===== config.mk =====
export PLATFORM = sky130hd
export DESIGN_NAME = rtl_sequencer
export DESIGN_NICKNAME = d
export VERILOG_FILES = /design/src/rtl/rtl_sequencer.sv
export SDC_FILE = /design/constraint.sdc
export NUM_CORES = 1
export LEC_CHECK = 0
export BUFFER_PORTS_ARGS = -buffer_cell sky130_fd_sc_hd__clkbuf_2
export CAP_MARGIN = 20
export CORE_MARGIN = 1
export CORE_UTILIZATION = 35
export CTS_CLUSTER_DIAMETER = 50
export CTS_CLUSTER_SIZE = 10
export DETAILED_ROUTE_END_ITERATION = 16
export PLACE_DENSITY_LB_ADDON = 0.12
export SLEW_MARGIN = 40
export SYNTH_ARGS = -nofsm -noshare
export SYNTH_HDL_FRONTEND = slang
export SYNTH_SLANG_ARGS = --single-unit

===== constraint.sdc =====
create_clock -name clk -period 1.99 [get_ports clk]
set_input_delay 0.2985 -clock clk [delete_from_list [all_inputs] [get_ports clk]]
set_output_delay 0.2985 -clock clk [all_outputs]
set_load 0.02 [all_outputs]

===== src/rtl/rtl_sequencer.sv =====
// SAR ADC conversion sequencer: drives init/sample/compare/update strobes to the digital core
// and assembles the comparator decisions MSB-first into the result word.
module rtl_sequencer #(
  parameter int unsigned NBITS = 16,
  parameter int unsigned SAMPW = 8
) (
  input  logic             clk,
  input  logic             rst_b,
  input  logic             start,
  input  logic [SAMPW-1:0] samp_cycles,
  input  logic [4:0]       conv_bits,
  input  logic             comp_out,
  output logic             seq_init,
  output logic             seq_samp,
  output logic             seq_comp,
  output logic             seq_update,
  output logic             busy,
  output logic             done,
  output logic [NBITS-1:0] result
);

  typedef enum logic [2:0] {StIdle, StInit, StSamp, StComp, StUpdate, StDone} state_e;

  state_e           state_q;
  logic [SAMPW-1:0] samp_len_q;
  logic [SAMPW-1:0] samp_cnt_q;
  logic [4:0]       bits_q;
  logic [4:0]       dec_cnt_q;
  logic [NBITS-1:0] shift_q;

  logic [SAMPW-1:0] samp_len_eff;
  logic [4:0]       bits_eff;
  logic [NBITS-1:0] shift_nxt;
  logic [4:0]       dec_cnt_nxt;

  // Clamp the requested configuration to the range the sequencer can execute.
  always_comb begin
    samp_len_eff = (samp_cycles == '0) ? SAMPW'(1) : samp_cycles;
    if (conv_bits == 5'd0) begin
      bits_eff = 5'd1;
    end else if (32'(conv_bits) > NBITS) begin
      bits_eff = 5'(NBITS);
    end else begin
      bits_eff = conv_bits;
    end
    shift_nxt   = {shift_q[NBITS-2:0], comp_out};
    dec_cnt_nxt = dec_cnt_q + 5'd1;
  end

  // Outputs are registered: each transition also sets the strobes for the state being entered.
  always_ff @(posedge clk) begin
    if (!rst_b) begin
      state_q    <= StIdle;
      samp_len_q <= '0;
      samp_cnt_q <= '0;
      bits_q     <= '0;
      dec_cnt_q  <= '0;
      shift_q    <= '0;
      result     <= '0;
      seq_init   <= 1'b0;
      seq_samp   <= 1'b0;
      seq_comp   <= 1'b0;
      seq_update <= 1'b0;
      busy       <= 1'b0;
      done       <= 1'b0;
    end else begin
      seq_init   <= 1'b0;
      seq_samp   <= 1'b0;
      seq_comp   <= 1'b0;
      seq_update <= 1'b0;
      busy       <= 1'b0;
      done       <= 1'b0;
      unique case (state_q)
        StIdle, StDone: begin
          if (start) begin
            state_q    <= StInit;
            seq_init   <= 1'b1;
            busy       <= 1'b1;
            samp_len_q <= samp_len_eff;
            bits_q     <= bits_eff;
            shift_q    <= '0;
            dec_cnt_q  <= '0;
          end else begin
            state_q <= StIdle;
          end
        end
        StInit: begin
          state_q    <= StSamp;
          seq_samp   <= 1'b1;
          busy       <= 1'b1;
          samp_cnt_q <= SAMPW'(1);
        end
        StSamp: begin
          busy <= 1'b1;
          if (samp_cnt_q == samp_len_q) begin
            state_q  <= StComp;
            seq_comp <= 1'b1;
          end else begin
            samp_cnt_q <= samp_cnt_q + SAMPW'(1);
            seq_samp   <= 1'b1;
          end
        end
        StComp: begin
          state_q    <= StUpdate;
          seq_update <= 1'b1;
          busy       <= 1'b1;
        end
        StUpdate: begin
          shift_q   <= shift_nxt;
          dec_cnt_q <= dec_cnt_nxt;
          if (dec_cnt_nxt == bits_q) begin
            state_q <= StDone;
            done    <= 1'b1;
            result  <= shift_nxt;
          end else begin
            state_q  <= StComp;
            seq_comp <= 1'b1;
            busy     <= 1'b1;
          end
        end
        default: state_q <= StIdle;
      endcase
    end
  end

endmodule


==> flow_summary.toml, run 1 <==
[outcome]
status = "complete, no violations"

[setup_path]
critical_path_class = "flop to flop"
rrSetupSlack_ps = 70
worst_ep_required_time_ps = 2250
cp-start-kind = "flop"
cp.arrival_ps = 2180
critPathCaptureType = "flop"
crit_fanout = 8

[logic_synthesis]
ys_seq_area_frac = 0.448
ys_dominant_reg_cell = "dfxtp_1"
synth-async-reset-ratio = 0
synth-xor-area-share = 0.0471
synthCells = 339
synthMuxAreaShare = 0.0611
synth-edff-count = 0
syn_nets = 358
synthAdderAreaFrac = 0.00849
synth.avg_cell_area_um2 = 8.70
synth_top_family_by_area = "simple AND/OR/NAND/NOR gates"
synth_compound_area_frac = 0.145
syn-cell-area_um2 = 2950
ys_ff_latch = 66
synthDistinctLibCells = 43
ys_warn_count = 0
yosys.area_share.simple = 0.245

[route]
final_antenna_net_count = 0
wl_per_cell_um = 12.5
wl_met1_um = 3230
route.detailed.drc = 0
via_per_inst = 4.81
drt_wl_total_um = 6190
wl_met2_um = 2630
drtPass1Iterations = 4
routed-via-count = 2385
highest_layer = "met4"
drt_iter0_markers = 49
wl_met3_um = 214

[clock_tree]
insertion_delay_ps = 340
htree_levels = 3
cts_made_buffers = 9
clock_path_buffers = 2
path_clk_slew_ps = 70
cts_tree = "yes"
clock_sinks = 66
cts-root-buf = "clkbuf_8"

[timing]
finalSetupViolCount = 0
tns_ps = 0
max_freq_ghz = 0.521
slew_headroom = 0.673
fin_crit_ps = 1920
final_hold_viol_count = 0
fin_skew_ps = 11.4
worstMarginPinSlew_ps = 491
finalCritPeriodShare = 0.965
grt_setup_unrepaired = "no"
slew_violations = 0

[place]
place_hpwl_um = 4100
place_congestion = 0.783
portBuffers = 38

[global_route]
grt_max_degree = 56
grt_pass1_wl_um = 10100
grt_pass1_vias = 2169
antenna_found_initial = 0
grt.total_usage = 0.147
grt_overflow = 0

[pwr]
pwr-share-seq = 0.490
clockPowerShare = 0.395
p_comb_frac = 0.115
swShare = 0.256
ir_worst_vdd_v = 0.000291
p_leak_nw = 1.32
powerDensity_nw_per_um2 = 793
p_int_mw = 2.11
switchingPower_mw = 0.724
power_mw = 2.83

[final_layout]
multi_input_area_um2 = 1520
area_delta_synth_final_pct = 21.1
drive_above_1_share = 0.215
final_common_cell = "nand2_1"
antennaDiodeCount = 0
final_cell_mix = "nand2_1 (80), dfxtp_1 (64), clkbuf_2 (38)"
final_net_count = 405
fillCellCount = 828
final-seq-area_um2 = 1330

[floorplan]
die-height_um = 93.8
num_io_pins = 39
start_util = 0.361
dieArea_um2 = 8790
rows = 33
fp.dieW_um = 93.8
core_area_um2 = 8180

[flow_run]
cap_violations = 0

[worst_hold_path]
hold_class = "input port to flop"
-- sequential cells by signal, summed over array words and instances (netlist names) --
signal	flops
bits_q	5
busy	1
dec_cnt_q	5
done	1
result	16
samp_cnt_q	8
samp_len_q	8
seq_comp	1
seq_init	1
seq_samp	1
seq_update	1
shift_q	15
state_q	3
-- path summary, 6_finish.rpt --
path                            depth (start not counted)             to            from
worst max-delay path                                    7      result[0]    dec_cnt_q[1]
worst min-delay path                                    3  samp_len_q[5]  samp_cycles[5]
worst max register to register                          7      result[0]    dec_cnt_q[1]
worst min register to register                          2      result[7]       result[7]
-- critical path, stage by stage, from the launching register on --
cell       delay (ps)
dfxtp_4           350
ha_4              170
nor2b_4           120
or3_4             330
a311oi_2          290
and2_4            240
clkbuf_16         170
mux2i_1           180
-- through the flow --
step                      utilization  instance area, µm²  worst slack (ps)  hold WS [ps]  std cells
final                           0.437                3570              70.4           193        496
after global routing            0.437                3570              4.44           192        496
after CTS                       0.427                3490              34.6           180        493
after detailed placement        0.403                3300              38.2           446        477
after global placement          0.403                3300              94.7           442        477
after floorplan                     -                2960              16.6           433        339
-- power groups by stage --
stage / combinational [mW] / clock (mW) / sequential, mW
final: 0.325 / 1.12 / 1.39
after global routing: 0.368 / 1.21 / 1.39
after CTS: 0.330 / 1.16 / 1.39
after detailed placement: 0.328 / 0 / 1.42
after global placement: 0.327 / 0 / 1.42
after floorplan: 0.210 / 0 / 1.43
-- cells by family after synthesis --
| kind of cell | Yosys count |
|---|---|
| XOR/XNOR | 15 |
| adder cells (fa/ha/maj) | 2 |
| buffers and inverters | 24 |
| multiplexers | 18 |
| flip-flops | 66 |
| AO/OA/AOI/OAI | 60 |
| AND/OR/NAND/NOR | 154 |
-- layer usage --
layer / global-route usage / up-vias
li1: - / 1250
met1: 0.202 / 1096
met2: 0.220 / 28
met3: 0.0283 / 11
met4: 0.0692 / 0
met5: 0 / -
-- what timing repair did --
action                                  in CTS  in global routing
buffers inserted                             0                  1
hold buffers                                 0                  0
endpoints found under the setup margin       0                 16
gates resized for setup                      0                  5
-- cells in the mapped netlist, types with 3 or more instances --
| cell | instances | share of area |
|---|---|---|
| a21boi_0 | 24 | 0.061 |
| a21boi_1 | 9 | 0.023 |
| a21oi_1 | 7 | 0.012 |
| and2_1 | 5 | 0.011 |
| clkbuf_1 | 17 | 0.022 |
| dfxtp_1 | 66 | 0.45 |
| mux2i_1 | 18 | 0.061 |
| nand2_1 | 80 | 0.10 |
| nand2b_1 | 4 | 0.0085 |
| nand3_1 | 21 | 0.036 |
| nand3b_1 | 5 | 0.013 |
| nor2_1 | 11 | 0.014 |
| nor2b_1 | 7 | 0.015 |
| nor3_1 | 4 | 0.0068 |
| nor4_1 | 3 | 0.0064 |
| o21ai_0 | 8 | 0.014 |
| or3_1 | 3 | 0.0064 |
| xnor2_1 | 12 | 0.036 |
-- layout make-up --
cell class,instances,area share
clock buffer,11,0.0396
sequential,66,0.372
tap,105,0.0368
clock inverter,5,0.0151
timing repair buffer,58,0.109
inverter,2,0.00210
multi-input combinational,249,0.426
Power figures use the tool's default switching activity.
==> run 2, diff against run 1 <==
--- a/config.mk
+++ b/config.mk
@@ -5,6 +5,7 @@
 export SDC_FILE = /design/constraint.sdc
 export NUM_CORES = 1
 export LEC_CHECK = 0
+export ABC_AREA = 1
 export BUFFER_PORTS_ARGS = -buffer_cell sky130_fd_sc_hd__clkbuf_2
 export CAP_MARGIN = 20
 export CORE_MARGIN = 1
==> flow_summary.toml, run 2 <==
[logic_synthesis]
synthDistinctLibCells = 30
ys_seq_area_frac = 0.457
ys_warn_count = 0
netlist_top_cells_area = "dfxtp_1 (46%), nand2_1 (12%), a21oi_1 (7.1%)"
synth-async-reset-ratio = 0
synth.avg_cell_area_um2 = 7.84
syn_nets = 388
synthCells = 369
syn-cell-area_um2 = 2890
ys_dominant_reg_cell = "dfxtp_1"
synth_top_cells_by_count = "nand2_1 (91), dfxtp_1 (66), a21oi_1 (41), nor2_1 (28)"
synth-edff-count = 0
synth_top_cell_area_share = 0.457
synth.most_common_cell = "nand2_1"
synth_top_area_cell = "dfxtp_1"
ys_ff_latch = 66

[clock_tree]
path_clk_slew_ps = 70
ctsHoldBuffers = 0
cts_made_buffers = 9
clock_path_buffers = 2
cts_tree = "yes"
insertion_delay_ps = 340
post_cts_resized = 0
postCtsSetupBuffers = 0
cts-root-buf = "clkbuf_8"
htree_levels = 3
clock_sinks = 66

[flow_run]
cap_violations = 0

[setup_path]
cp-start-kind = "flop"
critical_path_class = "flop to flop"
cp.arrival_ps = 1970
worst_ep_required_time_ps = 2280
critPathCaptureType = "flop"
crit_fanout = 16

[outcome]
status = "complete, no violations"

[timing]
fin_crit_ps = 1680
worstMarginPinSlew_ps = 409
slew_headroom = 0.726
setup_slack_ps = 313
slew_violations = 0
final_hold_viol_count = 0
tns_ps = 0
max_freq_ghz = 0.596
finalCritPeriodShare = 0.843
grt_setup_unrepaired = "no"
finalSetupViolCount = 0
fin_skew_ps = 8.49

[final_layout]
layoutNonFillerInstCount = 518
final_cell_mix = "nand2_1 (91), dfxtp_1 (66), a21oi_1 (41)"
antennaDiodeCount = 0
fin_area_um2 = 3440
area_delta_synth_final_pct = 18.7
reg_top3 = "result (16), shift_q (15)"
largest_reg_flops = 16
drive_above_1_share = 0.257
regMostFlops = "result"
final_net_count = 430
final_common_cell = "nand2_1"

[global_route]
grt.total_usage = 0.153
grt_overflow = 0
grt_pass1_wl_um = 10300
grt_max_degree = 40
grt_pass1_vias = 2228
antenna_found_initial = 0

[route]
via_per_inst = 4.65
wl_per_cell_um = 11.3
route.detailed.drc = 0
final_antenna_net_count = 0
drtPass1Iterations = 4
drt_iter0_markers = 85
routed-via-count = 2409
drt_wl_total_um = 5830

[pwr]
p_leak_nw = 1.38
power_mw = 3.22
p_int_mw = 2.35
clockPowerShare = 0.423
powerDensity_nw_per_um2 = 937
swShare = 0.269
switchingPower_mw = 0.867
pwr-share-seq = 0.445
ir_worst_vdd_v = 0.000431
p_comb_frac = 0.132

[place]
place_congestion = 0.813
dpl_cell_area_um2 = 3170
portBuffers = 38
pre_cts_ws_ps = 174
dp.cells = 501
place_hpwl_um = 4080

[floorplan]
fp.dieW_um = 92.9
rows = 32
start_util = 0.369
die-height_um = 92.9
num_io_pins = 39
dieArea_um2 = 8640
core_area_um2 = 7850

[worst_hold_path]
hold_class = "input port to flop"
-- run 2: worst paths after layout --
check,startpoint,end,slack (ps),depth (start not counted)
worst max-delay path,dec_cnt_q[1],result[2],310,11
worst min-delay path,comp_out,result[0],190,3
worst max register to register,dec_cnt_q[1],result[2],310,11
worst min register to register,result[7],result[7],460,2
-- run 2: per-layer routing --
layer  wire [µm]  global-route usage
met1        3000               0.201
met2        2550               0.237
met3         179              0.0337
met4         105              0.0769
met5           0                   0
-- run 2: cells by family after synthesis --
logic type,Yosys count,synth area share
XOR/XNOR,14,0.0424
AND/OR/NAND/NOR,189,0.327
buffers and inverters,41,0.0644
flip-flops,66,0.457
adder cells (fa/ha/maj),2,0.00865
AO/OA/AOI/OAI,57,0.101
-- run 2: worst max-delay path: stages (launching register included) --
cell and delay (ps):
dfxtp_1 340, ha_1 310, inv_1 40, nand2_1 50
nand2_1 80, nor2_4 80, nand3_2 80, nor2_4 150
nand4_4 110, inv_4 210, nand2_1 100, nand2_1 70
-- run 2: through the flow --
stage,util,hold slack (ps)
2_1_floorplan,-,409
3_3_place_gp,0.404,452
3_5_place_dp,0.404,457
4_1_cts,0.435,181
5_1_grt,0.438,200
6_report,0.438,191
-- run 2: power groups by stage --
stage	Sequential, mW	Clock [mW]	Combinational [mW]
after detailed placement	1.46	0	0.432
after global placement	1.46	0	0.432
final	1.43	1.36	0.425
after global routing	1.44	1.46	0.487
after floorplan	1.47	0	0.311
after CTS	1.43	1.39	0.433
-- run 2: area by class of cell --
class,instances,area (µm²)
clock buffers,9,124
fillers,850,4410
flip-flops and latches,66,1320
repair buffers,45,255
inverters,27,104
clock inverters,7,118
multi-input cells,262,1390
well taps,102,128
==> run 3, diff against run 2 <==
--- a/config.mk
+++ b/config.mk
@@ -5,7 +5,7 @@
 export SDC_FILE = /design/constraint.sdc
 export NUM_CORES = 1
 export LEC_CHECK = 0
-export ABC_AREA = 1
+export ABC_AREA = 0
 export BUFFER_PORTS_ARGS = -buffer_cell sky130_fd_sc_hd__clkbuf_2
 export CAP_MARGIN = 20
 export CORE_MARGIN = 1
==> constraint.sdc (replaced) <==
create_clock -name clk -period 1.5 [get_ports clk]
set_input_delay 0.225 -clock clk [delete_from_list [all_inputs] [get_ports clk]]
set_output_delay 0.225 -clock clk [all_outputs]
set_load 0.02 [all_outputs]
==> flow_summary.toml, run 3 (synthesized netlist as in run 1, its figures left out) <==
[clock_tree]
insertion_delay_ps = 350
htree_levels = 3
cts_tree = "yes"
clock_sinks = 66
clock_path_buffers = 2
path_clk_slew_ps = 70
cts_made_buffers = 9
cts-root-buf = "clkbuf_8"
ctsHoldBuffers = 0

[final_layout]
drive_above_1_share = 0.304
fin_area_um2 = 3930
largest_reg_flops = 16
final_net_count = 429
final_cell_mix = "nand2_1 (80), dfxtp_1 (59), clkbuf_2 (38)"
reg_top3 = "result (16), shift_q (15)"
final_common_cell = "nand2_1"
antennaDiodeCount = 0
area_delta_synth_final_pct = 33.4
regMostFlops = "result"

[route]
via_per_inst = 4.88
routed-via-count = 2537
final_antenna_net_count = 0
wl_per_cell_um = 12.9
drt_iter0_markers = 62
drt_wl_total_um = 6690
drtPass1Iterations = 4
route.detailed.drc = 0

[floorplan]
core_area_um2 = 8180
num_io_pins = 39
die-height_um = 93.8
start_util = 0.361
dieArea_um2 = 8790
fp.dieW_um = 93.8
rows = 33

[place]
pre_cts_ws_ps = -432
portBuffers = 38
dpl_cell_area_um2 = 3500
place_congestion = 0.784
place_hpwl_um = 4500

[setup_path]
worst_ep_required_time_ps = 1730
r2r_end = "state_q[1]"
rrSetupSlack_ps = -400
crit_start = "dec_cnt_q[1]"
crit_fanout = 5
critical_path_class = "flop to flop"
critPathCaptureType = "flop"
cp-start-kind = "flop"
cp.arrival_ps = 2130
r2r_cells = 8
worstReg2RegStart = "dec_cnt_q[1]"
crit_end = "state_q[1]"

[timing]
worstMarginPinSlew_ps = 292
max_freq_ghz = 0.527
grt_setup_unrepaired = "yes"
slew_violations = 0
finalCritPeriodShare = 1.26
finalSetupViolCount = 21
slew_headroom = 0.804
final_hold_viol_count = 0
fin_crit_ps = 1900
setup_slack_ps = -397
fin_skew_ps = 8.52

[global_route]
grt_pass1_wl_um = 10900
grt_max_degree = 60
grt_pass1_vias = 2286
antenna_found_initial = 0
grt_overflow = 0
grt.total_usage = 0.163

[worst_hold_path]
hold_class = "input port to flop"
hold_depth = 3

[flow_run]
cap_violations = 0

[outcome]
status = "complete, but fails checks"
violations = "negative setup slack"

[pwr]
p_leak_nw = 1.51
powerDensity_nw_per_um2 = 1090
power_mw = 4.28
ir_worst_vdd_v = 0.000442
[run 3: cell count changes in the layout (fill, tap and decap cells not counted), sizes merged, moves of 5 or more]
cell,before,now
buf,7,43
nand2,114,80
a21oi,41,7
and2,0,5
nand3,32,21
a21boi,0,33
inv,27,3
nor2,31,11
mux2i,0,18
nand4,7,2
o21ai,15,9
nor2b,0,7
[run 3: cell type report]
type	count	area, µm²
fill	828	4240
clock buffer	10	138
inverter	2	7.51
timing repair buffer	82	606
multi-input combinational	249	1600
clock inverter	6	113
tap	105	131
sequential	66	1330
[run 3: what timing repair did]
item,CTS,global route
pin swaps,3,8
gates resized for setup,9,20
endpoints found under the setup margin,38,44
cloned,1,1
setup buffers,2,2
[run 3: worst max-delay path, stage by stage (launching register included)]
cell and delay [ps]:
dfxtp_2 340, ha_4 160, nor2b_1 120, or3_1 310, a311oi_2 280, buf_4 160, buf_6 100, nor2_1 40
o311a_1 280
[run 3: power breakdown]
part,total [mW],internal [mW],switching [mW]
Combinational,0.558,0.272,0.287
Clock,1.88,1.16,0.722
Sequential,1.84,1.81,0.0398
Total,4.28,3.23,1.05
[run 3: metal layers]
| metal | wire, µm | up-vias | part of all wire | GRT usage |
|---|---|---|---|---|
| li1 | - | 1298 | - | - |
| met1 | 3340 | 1200 | 0.50 | 0.213 |
| met2 | 3050 | 29 | 0.46 | 0.248 |
| met3 | 175 | 10 | 0.026 | 0.0372 |
| met4 | 128 | 0 | 0.019 | 0.0846 |
| met5 | 0 | - | 0 | 0 |
[run 3: worst min-delay path by stage]
stage	start	endpoint	slack, ps
after CTS	samp_cycles[5]	samp_len_q[5]	90
after detailed placement	result[3]	result[3]	450
final	samp_cycles[5]	samp_len_q[5]	100
after floorplan	samp_cycles[4]	samp_len_q[4]	360
after global placement	result[3]	result[3]	440
after global routing	samp_cycles[7]	samp_len_q[7]	120
[run 3: metrics by stage]
stage	cells	util	setup TNS [ps]	hold WS, ps
floorplan	339	-	-6870	360
global placement	498	0.428	-6400	442
detailed placement	498	0.428	-7270	450
CTS	517	0.466	-7360	87.0
global route	520	0.481	-9620	123
finish	520	0.481	-7330	104
